## config.mk

```make
export PLATFORM = sky130hd
export DESIGN_NAME = vga_dac_pattern_driver
export DESIGN_NICKNAME = d
export VERILOG_FILES = /design/src/rtl/vga_dac_pattern_driver.sv
export SDC_FILE = /design/constraint.sdc
export NUM_CORES = 1
export LEC_CHECK = 0
export CORE_ASPECT_RATIO = 1.2
export CORE_UTILIZATION = 50
export DETAILED_ROUTE_END_ITERATION = 7
export PLACE_DENSITY = 0.76
export SLEW_MARGIN = 20
export SYNTH_ARGS = -nofsm -noshare
export SYNTH_HDL_FRONTEND = slang
export SYNTH_SLANG_ARGS = --single-unit
```

## constraint.sdc

```tcl
create_clock -name clk -period 2.3 [get_ports clk]
set_input_delay 0.46 -clock clk [delete_from_list [all_inputs] [get_ports clk]]
set_output_delay 0.46 -clock clk [all_outputs]
set_load 0.03 [all_outputs]
```

## src/rtl/vga_dac_pattern_driver.sv

```systemverilog
// VGA timing generator and test-pattern source for a three-channel 8-bit video DAC.
// Every output is registered from the counter state of the previous cycle.
module vga_dac_pattern_driver #(
    parameter int unsigned H_ACTIVE = 640,
    parameter int unsigned H_FP     = 16,
    parameter int unsigned H_SYNC   = 96,
    parameter int unsigned H_BP     = 48,
    parameter int unsigned V_ACTIVE = 480,
    parameter int unsigned V_FP     = 10,
    parameter int unsigned V_SYNC   = 2,
    parameter int unsigned V_BP     = 33,
    parameter int unsigned BAR_W    = 80
) (
    input  logic       clk,
    input  logic       rst_n,
    input  logic       ena,
    input  logic [1:0] mode,
    input  logic [7:0] level,
    output logic [7:0] red,
    output logic [7:0] green,
    output logic [7:0] blue,
    output logic       hsync_n,
    output logic       vsync_n,
    output logic       blank,
    output logic       frame_start
);

    localparam int unsigned HT = H_ACTIVE + H_FP + H_SYNC + H_BP;
    localparam int unsigned VT = V_ACTIVE + V_FP + V_SYNC + V_BP;
    // Ramp reads h_cnt[7:0] and checker reads v_cnt[5], so keep minimum widths.
    localparam int unsigned HW = ($clog2(HT) < 8) ? 8 : $clog2(HT);
    localparam int unsigned VW = ($clog2(VT) < 6) ? 6 : $clog2(VT);
    localparam int unsigned BW = (BAR_W > 1) ? $clog2(BAR_W) : 1;

    logic [HW-1:0] r_h_cnt;
    logic [VW-1:0] r_v_cnt;
    logic [2:0]    r_bar;
    logic [BW-1:0] r_bar_px;
    logic [1:0]    r_mode;
    logic [7:0]    r_red, r_green, r_blue;
    logic          r_hsync_n, r_vsync_n, r_blank, r_frame_start;

    logic          w_h_last, w_v_last, w_origin, w_visible, w_hs, w_vs, w_chk;
    logic [1:0]    w_mode;
    logic [7:0]    w_red, w_green, w_blue;

    always_comb begin
        w_h_last  = (r_h_cnt == HW'(HT - 1));
        w_v_last  = (r_v_cnt == VW'(VT - 1));
        w_origin  = (r_h_cnt == '0) && (r_v_cnt == '0);
        // The origin pixel already uses the freshly sampled mode.
        w_mode    = w_origin ? mode : r_mode;
        w_visible = (r_h_cnt < HW'(H_ACTIVE)) && (r_v_cnt < VW'(V_ACTIVE));
        w_hs      = (r_h_cnt >= HW'(H_ACTIVE + H_FP)) && (r_h_cnt < HW'(H_ACTIVE + H_FP + H_SYNC));
        w_vs      = (r_v_cnt >= VW'(V_ACTIVE + V_FP)) && (r_v_cnt < VW'(V_ACTIVE + V_FP + V_SYNC));
        w_chk     = r_h_cnt[5] ^ r_v_cnt[5];
        w_red     = '0;
        w_green   = '0;
        w_blue    = '0;
        if (w_visible) begin
            unique case (w_mode)
                2'd0: begin
                    w_red   = level;
                    w_green = level;
                    w_blue  = level;
                end
                2'd1: begin
                    w_red   = r_h_cnt[7:0];
                    w_green = r_h_cnt[7:0];
                    w_blue  = r_h_cnt[7:0];
                end
                2'd2: begin
                    w_red   = r_bar[2] ? level : 8'h00;
                    w_green = r_bar[1] ? level : 8'h00;
                    w_blue  = r_bar[0] ? level : 8'h00;
                end
                default: begin
                    w_red   = w_chk ? level : 8'h00;
                    w_green = w_chk ? level : 8'h00;
                    w_blue  = w_chk ? level : 8'h00;
                end
            endcase
        end
    end

    always_ff @(posedge clk or negedge rst_n) begin
        if (!rst_n) begin
            r_h_cnt       <= '0;
            r_v_cnt       <= '0;
            r_bar         <= '0;
            r_bar_px      <= '0;
            r_mode        <= '0;
            r_red         <= '0;
            r_green       <= '0;
            r_blue        <= '0;
            r_hsync_n     <= 1'b1;
            r_vsync_n     <= 1'b1;
            r_blank       <= 1'b1;
            r_frame_start <= 1'b0;
        end else if (ena) begin
            r_h_cnt <= w_h_last ? '0 : r_h_cnt + 1'b1;
            if (w_h_last) begin
                r_v_cnt <= w_v_last ? '0 : r_v_cnt + 1'b1;
            end
            // Bar index counts whole bars within a line and saturates at white.
            if (w_h_last) begin
                r_bar    <= '0;
                r_bar_px <= '0;
            end else if (r_bar_px == BW'(BAR_W - 1)) begin
                r_bar_px <= '0;
                if (r_bar != 3'd7) begin
                    r_bar <= r_bar + 1'b1;
                end
            end else begin
                r_bar_px <= r_bar_px + 1'b1;
            end
            if (w_origin) begin
                r_mode <= mode;
            end
            r_red         <= w_red;
            r_green       <= w_green;
            r_blue        <= w_blue;
            r_hsync_n     <= ~w_hs;
            r_vsync_n     <= ~w_vs;
            r_blank       <= ~w_visible;
            r_frame_start <= w_origin;
        end
    end

    assign red         = r_red;
    assign green       = r_green;
    assign blue        = r_blue;
    assign hsync_n     = r_hsync_n;
    assign vsync_n     = r_vsync_n;
    assign blank       = r_blank;
    assign frame_start = r_frame_start;

endmodule
```

==> results of run 1 <==
## per-layer routing
metal / track usage / share of wire
met1: 0.2803 / 0.43
met2: 0.4107 / 0.51
met3: 0.05427 / 0.037
met4: 0.1010 / 0.017
met5: 0 / 0
## through the flow
step / total power [mW] / cell area, um2 / std cells / setup TNS [ns]
after floorplan: 1.760 / 3334 / 344 / 0
after global placement: 2.014 / 4004 / 485 / 0
after detailed placement: 2.041 / 4004 / 485 / 0
after CTS: 2.966 / 4192 / 501 / 0
after global routing: 3.172 / 4278 / 504 / -0.1901
final: 3.027 / 4278 / 504 / 0
## cells in the final DEF (no fill, tap or decap), types with 2 or more instances in the layout
cell / instances
nand4_1: 9
a31oi_1: 3
a21o_1: 10
nor3_1: 6
mux2_1: 2
nor2_1: 19
nand3b_1: 2
mux2_2: 2
nand2b_1: 2
dfstp_2: 3
o2111ai_2: 6
xnor2_1: 7
o21ai_0: 20
clkdlybuf4s50_1: 39
buf_4: 34
a22o_1: 2
o31ai_1: 3
xor2_1: 8
nand3_1: 9
clkbuf_8: 10
nor2b_1: 2
o21ai_1: 2
ha_1: 7
nand2_1: 32
and2_1: 2
o2111ai_4: 2
nand4b_1: 2
o221ai_1: 24
a211oi_1: 7
a21oi_1: 9
nor4_2: 3
inv_1: 43
clkbuf_1: 4
dfrtp_1: 57
## power breakdown
part	internal (mW)	switching [mW]	total [mW]	leakage [nW]
Combinational	0.366	0.453	0.819	1.02
Sequential	1.18	0.102	1.28	0.755
Clock	0.530	0.393	0.923	0.0947
Total	2.08	0.948	3.03	1.87
## final timing paths
kind                            endpoint  depth (start not counted)
worst max-delay path            green[0]                          6
worst min-delay path             blue[7]                          1
worst max register to register  green[0]                          6
worst min register to register     blank                          2
max in group asynchronous        hsync_n                          2
min in group clk                   blank                          2
## cells by family after synthesis
kind of cell / after synthesis
xor+xnor: 15
buf+inv: 59
compound gates: 96
flops: 60
fa+ha+maj: 7
simple gates: 101
mux: 6
## final cells by class
type,count,area [um2]
Clock buffer,14,152.6
Clock inverter,2,35.03
Fill cell,522,2168
Inverter,43,161.4
Multi-Input combinational cell,225,1647
Sequential cell,60,1505
Tap cell,85,106.4
Timing Repair Buffer,75,670.6
## critical path, stage by stage (launching register included)
cell and delay, ns:
dfrtp_1 0.38, or4_4 0.54, nor2_4 0.16, and3_4 0.23, mux2_4 0.39, o2111ai_2 0.26
o221ai_1 0.16
## sequential cells by signal (all words and copies together) (netlist names)
name,count
blank,1
blue,8
frame_start,1
green,8
hsync_n,1
r_bar,3
r_bar_px,7
r_h_cnt,10
r_mode,2
r_v_cnt,10
red,8
vsync_n,1
## what timing repair did
item | CTS | global route
endpoints found under the hold margin | 0 | 0
setup endpoints to repair | 0 | 24
resized for setup | 0 | 8
setup buffers | 0 | 3
==> impl_metrics.json, run 1 <==
{
  "synth_area_leaders": "dfrtp_1 (43%), o221ai_1 (6.3%), inv_1 (4.8%)",
  "status": "finished, final reports clean",
  "drive_gt1_frac": 0.1814,
  "hold_viol_final": 0,
  "place.gp.congestion": 0.9450,
  "endpoint_kind": "flip-flop",
  "die-width_um": 76.55,
  "rows": 32,
  "ys_ff_latch": 60,
  "postCtsHoldBufs": 0,
  "worstSkewPairLatency_ns": 0.34,
  "yosysTopAreaCell": "dfrtp_1",
  "fp.dieArea_um2": 7001,
  "synth.distinct_cells": 54,
  "relSlewSlack": 0.6564,
  "wl_per_cell_um": 15.60,
  "hp-class": "input port to async pin",
  "post-route-drc-count": 0,
  "seq_area_frac_synth": 0.4514,
  "clockBufferDepth": 2,
  "vias": 2882,
  "synth_compound_area_frac": 0.2221,
  "power_density_nw_per_um2": 707.6,
  "wirelength_um": 7864,
  "crit_type": "flip-flop to flip-flop",
  "synth_edf_count": 0,
  "leakage_nw": 1.869,
  "grt_pass1_wl_um": 13050,
  "clock-sinks": 60,
  "design.core.area_um2": 6446,
  "r2r_slack_ns": 0.03,
  "worst_pin_slew_ns": 0.5153,
  "diodes": 0,
  "postLayoutCoreUtil": 0.6636,
  "htree_levels": 3,
  "period_needed_ns": 2.265,
  "worstSetupStartpoint": "r_h_cnt[4]",
  "dieHeight_um": 91.46,
  "netlist_instances": 344,
  "root_buffer": "clkbuf_8",
  "setup_viol": 0,
  "synth_xor_xnor_area_share": 0.03940,
  "clk_transition_reported_paths_ns": 0.07,
  "initial_core_util": 0.5173,
  "yosys_warnings": 0,
  "first_pass_iters": 5,
  "fin_skew_ns": 0.01085,
  "max_freq_mhz": 441.4,
  "yosysTopAreaCellShare": 0.4278,
  "cts_buffers": 9,
  "holdWs_ns": 0.08891,
  "rr_startpoint": "r_h_cnt[4]",
  "via_per_inst": 5.718,
  "syn-mean-instance-area_um2": 9.693,
  "crit_required_ns": 2.49,
  "async_reset_ff_frac": 1.000,
  "cp.arrival_ns": 2.45,
  "yosys.area_share.adder": 0.02627,
  "timing.final.crit_share": 0.9849,
  "synthTopCellsByCount": "dfrtp_1 (57), inv_1 (43), nand2_1 (32)",
  "grt.overflow.total": 0,
  "grt_max_degree": 30,
  "ant_nets": 0,
  "grt_pass1_vias": 2825,
  "dp.final_hpwl_um": 5623,
  "setup_ws_ns": 0.03464,
  "peakVddDrop_mv": 0.3962,
  "syn_nets": 364,
  "cp-start-kind": "flip-flop",
  "slew_viol_final": 0,
  "portBuffers": 40,
  "worstPathMaxFanout": 8,
  "drt_iter0_drc": 127,
  "yosys_most_used_dff": "dfrtp_1",
  "synth_mux_area_frac": 0.02101,
  "place_ws_ns": 0.02589,
  "antenna_found_initial": 0,
  "synth_top_family_by_area": "compound AO/OA/AOI/OAI gates",
  "syn2layout_area_growth_pct": 28.29,
  "grt_usage": 0.2371,
  "drv_cap": 0,
  "synth-simple-area-share": 0.1659,
  "rsz0062_at_grt": "yes",
  "netlist_area_um2": 3334,
  "yosys.cell_count.top_type": "dfrtp_1",
  "fin_nets": 434,
  "cts_tree": "built",
  "ios": 41
}
Power figures use the tool's default switching activity.
==> run 2, diff against run 1 <==
- CORE_ASPECT_RATIO: 1.2 -> 1.75
==> impl_metrics.json, run 2 (synthesis results as in run 1) <==
{
  "grt_pass1_vias": 2923,
  "instances_no_fill": 501,
  "dp.final_hpwl_um": 5830,
  "root_buffer": "clkbuf_16",
  "postLayoutCoreUtil": 0.6998,
  "fp.dieArea_um2": 7012,
  "worstPathCellList": "inv_2 -> ha_2 -> nor4b_4 -> and2_4 -> buf_4 -> a31oi_4 -> a211oi_1 -> o2111ai_4 -> o221ai_1",
  "r2r_slack_ns": 0.03,
  "dpl_cell_area_um2": 4000,
  "htree_levels": 3,
  "ios": 41,
  "antenna_found_initial": 0,
  "fin_area_um2": 4542,
  "sw_frac_of_total": 0.2909,
  "diodes": 0,
  "period_needed_ns": 2.269,
  "first_pass_iters": 4,
  "worstPathMaxFanout": 8,
  "grt_max_degree": 61,
  "status": "finished, final reports clean",
  "via_per_inst": 5.892,
  "fill_cells": 463,
  "clk_transition_reported_paths_ns": 0.05,
  "place.gp.congestion": 0.8472,
  "layout_commonest_cell": "dfrtp_1",
  "hp-class": "input port to async pin",
  "max_freq_mhz": 440.7,
  "critical_path_buf_inv_count": 2,
  "leakage_nw": 1.943,
  "top_regs": "r_h_cnt x10, r_v_cnt x10",
  "clock-sinks": 60,
  "post-route-drc-count": 0,
  "combPwrFrac": 0.237,
  "dpl.cell_count": 482,
  "initial_core_util": 0.5138,
  "syn2layout_area_growth_pct": 36.21,
  "p_int_mw": 2.510,
  "path_delay_family": "compound AO/OA/AOI/OAI gates",
  "slew_viol_final": 0,
  "worst_pin_slew_ns": 0.5077,
  "setup_ws_ns": 0.03103,
  "cts_tree": "built",
  "clockBufferDepth": 2,
  "ant_nets": 0,
  "drv_cap": 0,
  "drive_gt1_frac": 0.2220,
  "grt_usage": 0.2575,
  "grt_pass1_wl_um": 13470,
  "rows": 39,
  "fin_nets": 434,
  "cts_buffers": 9,
  "pwr-share-clk": 0.398,
  "power_density_nw_per_um2": 779.2,
  "vias": 2952,
  "die-width_um": 63.73,
  "cp_slowest_cell": "a211oi_1",
  "setup_viol": 0,
  "p_sw_mw": 1.029,
  "drt_iter0_drc": 256,
  "place_ws_ns": -0.06134,
  "rr_startpoint": "r_h_cnt[0]",
  "final_cell_mix": "dfrtp_1 (57), inv_1 (41), clkdlybuf4s50_1 (39)",
  "design.core.area_um2": 6490,
  "dieHeight_um": 110.0,
  "endpoint_kind": "flip-flop",
  "cp.arrival_ns": 2.50,
  "wl_per_cell_um": 17.51,
  "sequentialPowerShare": 0.365,
  "hold_viol_final": 0,
  "crit_required_ns": 2.53,
  "fin_skew_ns": 0.007276,
  "cp-start-kind": "flip-flop",
  "worstSkewPairLatency_ns": 0.33,
  "grt.overflow.total": 0,
  "relSlewSlack": 0.6595,
  "crit_path_max_incr_delay_ns": 0.50,
  "portBuffers": 40,
  "finalPower_mw": 3.539,
  "postCtsHoldBufs": 0,
  "crit_type": "flip-flop to flip-flop",
  "peakVddDrop_mv": 0.6607,
  "wirelength_um": 8775,
  "timing.final.crit_share": 0.9865,
  "worstSetupStartpoint": "r_h_cnt[0]"
}
-- run 2: cell types whose count changed in the layout (fill, tap and decap cells not counted), moves of 2 or more --
cell       delta
o221ai_1      -8
o2111ai_2     -6
clkbuf_1      -2
clkbuf_16     +9
inv_2         +2
a211oi_1      -3
inv_1         -2
a211oi_2      +3
o221ai_2      +8
o2111ai_4     +6
clkbuf_8      -6
-- run 2: final timing paths --
check                           end  cells after the start
setup reg to reg           green[1]                      9
max in group asynchronous     blank                      2
setup / recovery           green[1]                      9
min in group clk              blank                      2
hold / removal             green[4]                      2
hold reg to reg               blank                      2
-- run 2: repair_timing --
action                     in CTS  in global routing
pin swaps                       0                  7
buffers inserted                0                  3
resized for setup               2                 27
setup endpoints to repair      24                 24
-- run 2: cell type report --
cell class	count	area [um2]	share of cell area
inverters	43	161.4	0.03554
flip-flops and latches	60	1505	0.3314
clock inverters	1	30.03	0.006612
repair buffers	75	670.6	0.1477
multi-input cells	225	1784	0.3928
clock buffers	15	287.8	0.06336
well taps	82	102.6	0.02259
-- run 2: per-stage QoR --
stage	setup TNS (ns)	hold slack (ns)
floorplan	0	0.1644
global placement	0	0.4747
detailed placement	-0.6296	0.4815
CTS	0	0.1400
global route	-0.5373	0.1671
finish	0	0.1285
-- run 2: layer usage --
layer / up-vias / GRT usage / part of all wire
met1: 1440 / 0.2545 / 0.37
li1: 1389 / - / -
met2: 88 / 0.4780 / 0.55
met3: 35 / 0.05453 / 0.034
met5: - / 0 / 0
met4: 0 / 0.1672 / 0.045
-- run 2: power groups by stage --
stage          logic, mW  registers [mW]  clock network, mW
2_1_floorplan      0.398            1.36                  0
3_3_place_gp       0.749            1.29                  0
3_5_place_dp       0.769            1.30                  0
4_1_cts            0.785            1.28               1.42
5_1_grt            0.914            1.31               1.48
6_report           0.840            1.29               1.41
==> run 3, diff against run 2 <==
- CORE_MARGIN: default -> 2
- CORE_UTILIZATION: 50 -> 40
- PLACE_DENSITY: 0.76 -> default
==> impl_metrics.json, run 3 (synthesis results as in run 1) <==
{
  "power_density_nw_per_um2": 773.1,
  "vias": 2843,
  "met2_length_um": 4505,
  "place_ws_ns": 0.004938,
  "final_cell_mix": "dfrtp_1 (57), inv_1 (43), clkdlybuf4s50_1 (39)",
  "crit_type": "flip-flop to flip-flop",
  "dp.final_hpwl_um": 6220,
  "period_needed_ns": 2.189,
  "hold_viol_final": 0,
  "setup_viol": 0,
  "ios": 41,
  "portBuffers": 40,
  "path_delay_family": "simple AND/OR/NAND/NOR gates",
  "worstSkewPairLatency_ns": 0.33,
  "grt_pass1_vias": 2891,
  "dr_wl_met3_um": 224,
  "met1_length_um": 3152,
  "fin_nets": 435,
  "clk_transition_reported_paths_ns": 0.05,
  "setup_ws_ns": 0.1107,
  "drive_gt1_frac": 0.1881,
  "worstPathCellList": "or4_4 -> nor2_4 -> and3_4 -> mux2_4 -> o2111ai_2 -> o221ai_1",
  "hp-class": "input port to async pin",
  "fin_skew_ns": 0.005827,
  "timing.final.crit_share": 0.9519,
  "top_regs": "r_h_cnt x10, r_v_cnt x10",
  "slew_viol_final": 0,
  "peakVddDrop_mv": 0.3788,
  "crit_required_ns": 2.48,
  "rr_startpoint": "r_h_cnt[4]",
  "first_pass_iters": 4,
  "via_per_inst": 5.553,
  "relSlewSlack": 0.6900,
  "grt_usage": 0.1930,
  "drv_cap": 0,
  "diodes": 0,
  "reg2regPathDepth": 6,
  "rsz0062_at_grt": "yes",
  "worstSetupStartpoint": "r_h_cnt[4]",
  "post-route-drc-count": 0,
  "worst_pin_slew_ns": 0.4635,
  "clockBufferDepth": 2,
  "grt.overflow.total": 0,
  "die-width_um": 73.02,
  "cts_setup_buffers": 0,
  "fill_cells": 787,
  "cts_tree": "built",
  "grt_max_degree": 36,
  "postLayoutCoreUtil": 0.5299,
  "endpoint_kind": "flip-flop",
  "design.core.area_um2": 8203,
  "fin_tns_setup_ns": 0,
  "cp.arrival_ns": 2.37,
  "drt_iter0_drc": 182,
  "leakage_nw": 1.915,
  "max_freq_mhz": 456.8,
  "status": "finished, final reports clean",
  "rr_endpoint": "blue[0]",
  "cp_slowest_cell": "or4_4",
  "ant_nets": 0,
  "dieHeight_um": 124.8,
  "initial_core_util": 0.4065,
  "crit_path_max_incr_delay_ns": 0.55,
  "rows": 44,
  "root_buffer": "clkbuf_16",
  "fp.dieArea_um2": 9111,
  "dr.max_layer_used": "met4",
  "cts_buffers": 9,
  "clock-sinks": 60,
  "htree_levels": 3,
  "place.gp.congestion": 0.8556,
  "layout_commonest_cell": "dfrtp_1",
  "wl_per_cell_um": 16.04,
  "critical_path_buf_inv_count": 0,
  "antenna_found_initial": 0,
  "worstPathMaxFanout": 8,
  "r2r_slack_ns": 0.11,
  "wirelength_um": 8210,
  "grt_pass1_wl_um": 13570,
  "cp-start-kind": "flip-flop",
  "syn2layout_area_growth_pct": 30.36
}
## run 3: routing by layer
metal / vias to the layer above / GRT usage
li1: 1388 / -
met1: 1370 / 0.2055
met2: 62 / 0.3402
met3: 23 / 0.03803
met4: 0 / 0.1068
met5: - / 0
## run 3: worst register-to-register path: stages, from the launching register on
cell and delay (ns):
dfrtp_1 0.38, or4_4 0.55, nor2_4 0.10, and3_4 0.21, mux2_4 0.38, o2111ai_2 0.27, o221ai_1 0.17
## run 3: where the power goes
group	internal (mW)	leakage [nW]	switching [mW]
logic	0.344	1.01	0.440
clock network	0.845	0.146	0.452
registers	1.18	0.755	0.0941
total	2.37	1.91	0.987
## run 3: how the worst max path moves through the flow
stage / to / slack (ns) / cells past startpoint
floorplan: blue[0] / 0.06 / 7
global placement: blue[6] / 0.05 / 6
detailed placement: blue[6] / 0.005 / 8
CTS: blue[0] / 0.009 / 6
global route: blue[2] / -0.03 / 8
finish: blue[0] / 0.11 / 6
## run 3: repair_timing
item | CTS | global route
hold buffers | 0 | 0
endpoints found under the setup margin | 3 | 25
resized for setup | 1 | 3
## run 3: final cells by class
| cell class | count | area (um2) | share of cell area |
|---|---|---|---|
| Multi-Input combinational cell | 225 | 1607 | 0.3696 |
| Sequential cell | 60 | 1505 | 0.3463 |
| Timing Repair Buffer | 76 | 665.6 | 0.1531 |
| Clock buffer | 15 | 287.8 | 0.06621 |
| Inverter | 43 | 161.4 | 0.03713 |
| Tap cell | 92 | 115.1 | 0.02648 |
| Clock inverter | 1 | 5.005 | 0.001151 |
## run 3: metrics by stage
stage | hold WS (ns) | power, mW | instance area, um2 | instances
6_report | 0.1363 | 3.360 | 4347 | 512
4_1_cts | 0.1489 | 3.387 | 4329 | 512
2_1_floorplan | 0.1644 | 1.760 | 3334 | 344
5_1_grt | 0.1648 | 3.512 | 4347 | 512
3_5_place_dp | 0.4770 | 2.078 | 4030 | 496
3_3_place_gp | 0.4797 | 2.061 | 4030 | 496
